[src/rtl/sram_byte_fifo.sv]
// 32-entry, 8-bit first-word-fall-through byte FIFO on a 32x8 dual-port distributed RAM.
// Port 1 writes synchronously, port 2 reads asynchronously to present the head byte.

module sram_32byte_dualport (
  input  logic       clk,
  input  logic       we,
  input  logic [4:0] a1,
  input  logic [7:0] d1_in,
  output logic [7:0] d1_out,
  input  logic [4:0] a2,
  output logic [7:0] d2_out
);

  logic [7:0] mem [32];

  always_ff @(posedge clk) begin
    if (we) mem[a1] <= d1_in;
  end

  assign d1_out = mem[a1];
  assign d2_out = mem[a2];

endmodule

module sram_byte_fifo #(
  parameter int ALMOST_FULL_LEVEL = 28
) (
  input  logic       clk,
  input  logic       reset,
  input  logic [7:0] in_data,
  input  logic       in_valid,
  output logic       in_ready,
  output logic [7:0] out_data,
  output logic       out_valid,
  input  logic       out_ready,
  input  logic       flush,
  output logic [5:0] count,
  output logic       almost_full,
  output logic       overflow
);

  localparam logic [5:0] AF_LEVEL = 6'(ALMOST_FULL_LEVEL);

  logic [4:0] wr_ptr;
  logic [4:0] rd_ptr;
  logic       full;
  logic       push;
  logic       pop;
  logic       we;
  logic [7:0] d1_unused;

  // Status flags come from registered count only; no path from the handshake inputs.
  assign full        = (count == 6'd32);
  assign in_ready    = !full;
  assign out_valid   = (count != 6'd0);
  assign almost_full = (count >= AF_LEVEL);

  assign push = in_valid && in_ready;
  assign pop  = out_valid && out_ready;
  assign we   = push && !flush;

  sram_32byte_dualport u_ram (
    .clk    (clk),
    .we     (we),
    .a1     (wr_ptr),
    .d1_in  (in_data),
    .d1_out (d1_unused),
    .a2     (rd_ptr),
    .d2_out (out_data)
  );

  always_ff @(posedge clk or negedge reset) begin
    if (!reset) begin
      wr_ptr   <= '0;
      rd_ptr   <= '0;
      count    <= '0;
      overflow <= 1'b0;
    end else if (flush) begin
      wr_ptr   <= '0;
      rd_ptr   <= '0;
      count    <= '0;
      overflow <= 1'b0;
    end else begin
      if (push) wr_ptr <= wr_ptr + 5'd1;
      if (pop)  rd_ptr <= rd_ptr + 5'd1;
      if (push && !pop)      count <= count + 6'd1;
      else if (pop && !push) count <= count - 6'd1;
      if (in_valid && full) overflow <= 1'b1;
    end
  end

endmodule

[config.mk]
export PLATFORM = sky130hd
export DESIGN_NAME = sram_byte_fifo
export DESIGN_NICKNAME = d
export VERILOG_FILES = /design/src/rtl/sram_byte_fifo.sv
export SDC_FILE = /design/constraint.sdc
export NUM_CORES = 1
export LEC_CHECK = 0
export BUFFER_PORTS_ARGS = -buffer_cell sky130_fd_sc_hd__buf_2
export CAP_MARGIN = 20
export CORE_MARGIN = 2
export CORE_UTILIZATION = 66
export DETAILED_ROUTE_END_ITERATION = 8
export HOLD_SLACK_MARGIN = 0.15
export PLACE_DENSITY_LB_ADDON = 0.08
export SYNTH_ARGS = -nofsm -noshare
export SYNTH_HDL_FRONTEND = slang
export SYNTH_SLANG_ARGS = --single-unit
[constraint.sdc]
create_clock -name clk -period 6.04 [get_ports clk]
set_input_delay 0.604 -clock clk [delete_from_list [all_inputs] [get_ports clk]]
set_output_delay 0.604 -clock clk [all_outputs]
set_load 0.03 [all_outputs]
Yosys cells after proc, flatten, opt, wreduce, memory -nomap -nowiden
Memory sizes are Yosys's and may differ from the RTL's. Cells that the tools add are included.

Logic and storage cells: 37. Bits in latches: 0. Register bits after elaboration: 17. Output and inout bits: 18. Memories: 1. ROM bits: 0. RAM bits: 256. Bits of input ports: 13.

Add/subtract/negate cells: 4. Equal/unequal tests: 1. Div/mod/pow operators: 0. Shift operators: 0. Multipliers: 0. Magnitude comparators: 1. Muxes and demuxes: 11. Reduce and logical (&&, ||, !) cells: 15. Bitwise gates (word level): 0.

Memories: u_ram.mem (words 32, bits a word 8, read ports 1, clocked after memory_dff 0, wr ports 1, RTL line 14) `logic [7:0] mem [32];`.

Operator list (count): $mux 5 (4); $mux 6 (3); $add 5x1->5 const B (2); $add 6x1->6 const B (1); $eq 6x6->1 const B (1); $ge 6x5->1 const B (1); $logic_and 1x1->1 (6); $reduce_bool 2->1 (3); $reduce_bool 6->1 (1); $sub 6x1->6 const B (1); $logic_not 1->1 (4); $mux 1 (4); $reduce_bool 3->1 (1).

Longest topological paths before layout
Depth in word-level cells: 8. Gate-level depth with buffers: 12. Depth with buffers taken out: 10.

Cells and area by module
Synthesis repeated with hierarchy kept, for this count alone.

Cell total of the unflattened synthesis: 647. Area total of the unflattened synthesis: 12816.0 um^2.

By module, submodules not included: sram_32byte_dualport (cells an instance 543, area each 11775.0 um^2, times used 1, sequential area each 7687.4 um^2); sram_byte_fifo (cells an instance 104, area each 1041.0 um^2, times used 1, sequential area each 425.4 um^2).

Least setup slack after synthesis
No wires, ideal clock.

Kind: register to register. Start: register count[1]. End: register count[5]. Arrival time: 2.918 ns. Slack: 2.994 ns. Period minus slack after synthesis: 3.046 ns. Required time: 5.912 ns. Path buffers: 1. Stages on the path, launching flop included: 11. Library setup time: 0.128 ns. Cells stage by stage: dfrtp_1 -> or4_4 -> o31a_1 -> buf_6 -> nand2_2 -> ha_1 -> a211oi_1 -> o21bai_1 -> a21oi_1 -> mux2i_1 -> mux2_1.

Word-level cells in the longest chain between the ends: 6. Elaborated cells between the ends (all ways): 15. Those cells by class: add/sub: 2; eq/ne: 1; mux: 3; reduce/logical: 9.

Ends and longest elaborated chain: from (decl) (RTL line 37) `output logic [5:0] count,`; from (signal assigned) (RTL line 86) `if (push && !pop) count <= count + 6'd1;`; from (signal assigned) (RTL line 87) `else if (pop && !push) count <= count - 6'd1;`; branches (longest 6 deep; another with $sub 6x1->6).

Several ways; the timed one is not identified. The select of a mux whose other input is x is not followed. A chain may end at the register's enable or synchronous reset.

Final worst setup path
Start: register rd_ptr[0]. End: output port out_data[4].

Word-level cells in the longest chain between the ends: 1.

Ends and longest elaborated chain: from (decl) (RTL line 45) `logic [4:0] rd_ptr;`; from (signal assigned) (RTL line 85) `if (pop) rd_ptr <= rd_ptr + 5'd1;`; $mem_v2 32x8; to (decl) (RTL line 33) `output logic [7:0] out_data,`.

No other way between the ends.

==> metrics.md <==
| Metric | Value |
|---|---|
| CTS tree | `yes` |
| Antenna violations before repair | `0` |
| Setup slack at placement | `~2.4 ns` |
| Top_reg_cell synth | `edfxtp_1` |
| Syn_nets | `approximately 650` |
| Worst R2R Start | `count[0]` |
| Drt pass-1 iters | `5` |
| RSZ-0062 raised after global routing | `no` |
| DRC viols | `0` |
| Initial Util | `approximately two thirds` |
| Post-DP Area | `around 11000 µm²` |
| WHS Endpoint | `rd_ptr[1]` |
| Sequential share of the synthesized area | `between 70% and 80%` |
| Post-synth EDFFs | `roughly 260` |
| Worst-Margin Slew | `1.121 ns` |
| PwrDens | `380.3 nW/µm²` |
| Met2 WL post-DR | `around 12000 µm` |
| Synth warnings | `0` |
| Fmax | `between 200 and 300 MHz` |
| Setup crit end kind | `output pin` |
| Fin util | `approximately three quarters` |
| Setup TNS | `0 ns` |
| Crit path time final | `3.963 ns` |
| Worst Path Required | `5.44 ns` |
| Met3 WL | `~2000 µm` |
| First DRT Iteration DRCs | `~630` |
| Leak Pwr | `3.921 nW` |
| Slowest stage cell on the critical path | `nor2b_1` |
| R2R Path End | `count[5]` |
| Remaining Overflow, GRT | `0` |
| DPL Wire Length | `between 10000 and 15000 µm` |
| Worst Path Max Fanout | `38` |
| Tot GR Track Use | `between 20 and 30%` |
| Worst skew pair latency | `roughly 0.54 ns` |
| Final antenna-violating net count | `0` |
| CTS Root Cell | `clkbuf_16` |
| Avg Inst Size Synth | `roughly 18 µm²` |
| DR WL/cell | `26.67 µm` |
| Hold_sp | `out_ready` |
| Worst hold path cell count | `4` |
| Uppermost layer routed | `met4` |
| Final Skew | `0.009207 ns` |
| Post-CTS setup repair buffer count | `0` |
| H-Tree Depth | `1` |
| Die width | `between 100 and 150 µm` |
| M1 WL | `between 9000 and 10000 µm` |
| Max_slew headroom | `between 20% and 30%` |
| Die Span Y | `between 100 and 150 µm` |
| Core area | `16520 µm²` |
| Worst VDD drop | `between 0.0003 and 0.0004 V` |
| Top post-synthesis cells by area | `edfxtp_1 (69%), mux2i_1 (7.4%), mux4_2 (6.5%), dfrtp_1 (3.8%), nor2_1 (1.8%)` |
| Yosys cell types | `47` |
| Min Hold Slack | `0.4730 ns` |
| Total CTS buffers | `27` |
| Global-route wire length before repair | `around 36000 µm` |
| Worst Slack Setup Final | `slightly above 2 ns` |
| Buf/Inv on CP | `2` |
| Max-slew violations | `0` |
| Vias in the first global route | `between 5000 and 6000` |
| Final Setup Violations | `0` |
| Synth Cell Area | `around 11000 µm²` |
| Final nets | `slightly below 700` |
| Clk pin slew, worst setup/hold paths | `about 0.06 ns` |
| Synthesis-to-finish area growth | `10.86%` |
| CP top delay family | `simple AND/OR/NAND/NOR gates` |
| # rows | `between 40 and 50` |
| Total number of vias | `between 5000 and 6000` |
| Ports | `31` |
| Maximum capacitance violations | `0` |
| Fill cells | `approximately 940` |
| Area share of the largest cell type after synthesis | `69.24%` |
| Cell area after layout | `between 10000 and 15000 µm²` |
| Min-Delay Path Class | `in2reg` |
| Critical path class | `reg2out` |
| Die ar. | `roughly 18000 µm²` |
| Worst EP arrival | `3.36 ns` |
| Largest area contributor in the synthesized netlist | `edfxtp_1` |
| Mapped Cells | `about 630` |
| Ant diodes | `0` |
| Port bufs | `30` |
| R2R Setup Slk | `between 2 and 3 ns` |
| CTS Buffer Depth | `3` |
| Share of cells above drive strength 1 | `17.75%` |
| Finished Layout Cells | `896` |
| Clock Sinks | `between 200 and 300` |
| Via density | `around 6.6` |
| Synthesized flop and latch total | `273` |
| Worst path cell trace | `buf_4 > nor2b_1 > a22o_1 > nor3_1 > a31oi_1 > o221ai_1 > buf_2` |
| # resized after CTS | `0` |
| Dpl cells | `845` |
| Status | `complete, no violations` |
| Final worst path period share | `~66%` |
| Overall Power | `around 4.7 mW` |
| Routability cong. | `roughly 0.95` |
| DRT Wirelength | `~24000 µm` |
| R2R depth | `9` |
| CP startpoint kind | `flop` |
| Peak per-stage delay on the critical path | `~0.87 ns` |
| Final Hold Violating Endpoints | `0` |
| Largest net degree at the start of global routing | `39` |
| Asr flop ratio synth | `between 6 and 7%` |
final cells by class:
cell class	instances	area, µm²	area share (%)
Inverter	6	22.52	0.1830
Clock buffer	36	739.5	6.007
Timing Repair Buffer	35	190.2	1.545
Tap cell	220	275.3	2.236
Clock inverter	13	151.4	1.230
Multi-Input combinational cell	313	2813	22.85
Sequential cell	273	8118	65.95
timing repair:
action                                  in CTS  in global routing
endpoints found under the setup margin       0                  0
hold buffers                                 1                  0
endpoints found under the hold margin       17                  0
state kept, by name, indices dropped and copies added (netlist names):
register   cells
count          6
u_ram.mem    256
overflow       1
rd_ptr         5
wr_ptr         5
cells in the final DEF, fill, tap and decap left out, drive strengths merged, types with 9 or more instances in the layout:
cell type  count
a22o          16
nor2          53
mux4          32
ha             9
clkbuf        36
dfrtp         17
nor3          12
a21oi         11
buf           34
mux2i         82
edfxtp       256
nand2         24
a31oi         10
worst register-to-register path: stages, from the launching register on:
cell      delay [ns]
dfrtp_1         0.45
or4_4           0.60
o31a_1          0.39
nand2_2         0.18
ha_1            0.26
a211oi_1        0.30
o21bai_1        0.12
a21oi_1         0.19
mux2i_1         0.23
mux2_1          0.33
layer usage:
metal | vias up | global-route usage, %
li1 | 2535 | -
met1 | 2985 | 39.54
met2 | 300 | 43.53
met3 | 55 | 5.518
met4 | 0 | 10.05
met5 | - | 0
report_power, final:
part	internal [mW]	switching (mW)	total, mW
logic	0.338	0.506	0.844
clock network	0.990	0.682	1.67
registers	2.10	0.0632	2.17
total	3.43	1.25	4.68
synth_stat cells (3+ instances only):
cell and number:
edfxtp_1 256, nand2_2 5, mux2i_1 82, xor2_1 5, buf_2 13, nor2b_1 5
a21oi_1 11, a22o_1 16, buf_1 4, inv_1 5, mux4_2 32, dfrtp_1 17
nor3_1 12, xnor2_1 3, nor2_1 52, ha_1 9, a22oi_1 8, o221ai_1 8
nand3b_1 3, clkbuf_1 15, a31oi_1 9, mux2_1 4, nand4_1 3, nand2_1 19
kinds of logic after synthesis:
family                   Yosys count  share of synthesized area, %
flip-flops                       273                         73.07
XOR/XNOR                           8                        0.6311
AO/OA/AOI/OAI                     64                         4.417
AND/OR/NAND/NOR                  111                         4.598
buffers and inverters             40                         1.600
adder cells (fa/ha/maj)           10                         1.195
multiplexers                     120                         14.49
worst max path at each step:
| stage | startpoint | to | slack, ns | cells past startpoint |
|---|---|---|---|---|
| CTS | rd_ptr[2] | out_data[4] | 1.84 | 6 |
| global route | rd_ptr[0] | out_data[4] | 1.85 | 7 |
| global placement | rd_ptr[2] | out_data[4] | 2.63 | 6 |
| finish | rd_ptr[0] | out_data[4] | 2.08 | 7 |
| detailed placement | rd_ptr[2] | out_data[4] | 2.43 | 6 |
| floorplan | count[1] | count[5] | 2.99 | 10 |
No activity file was read; power rests on OpenSTA's default activity.
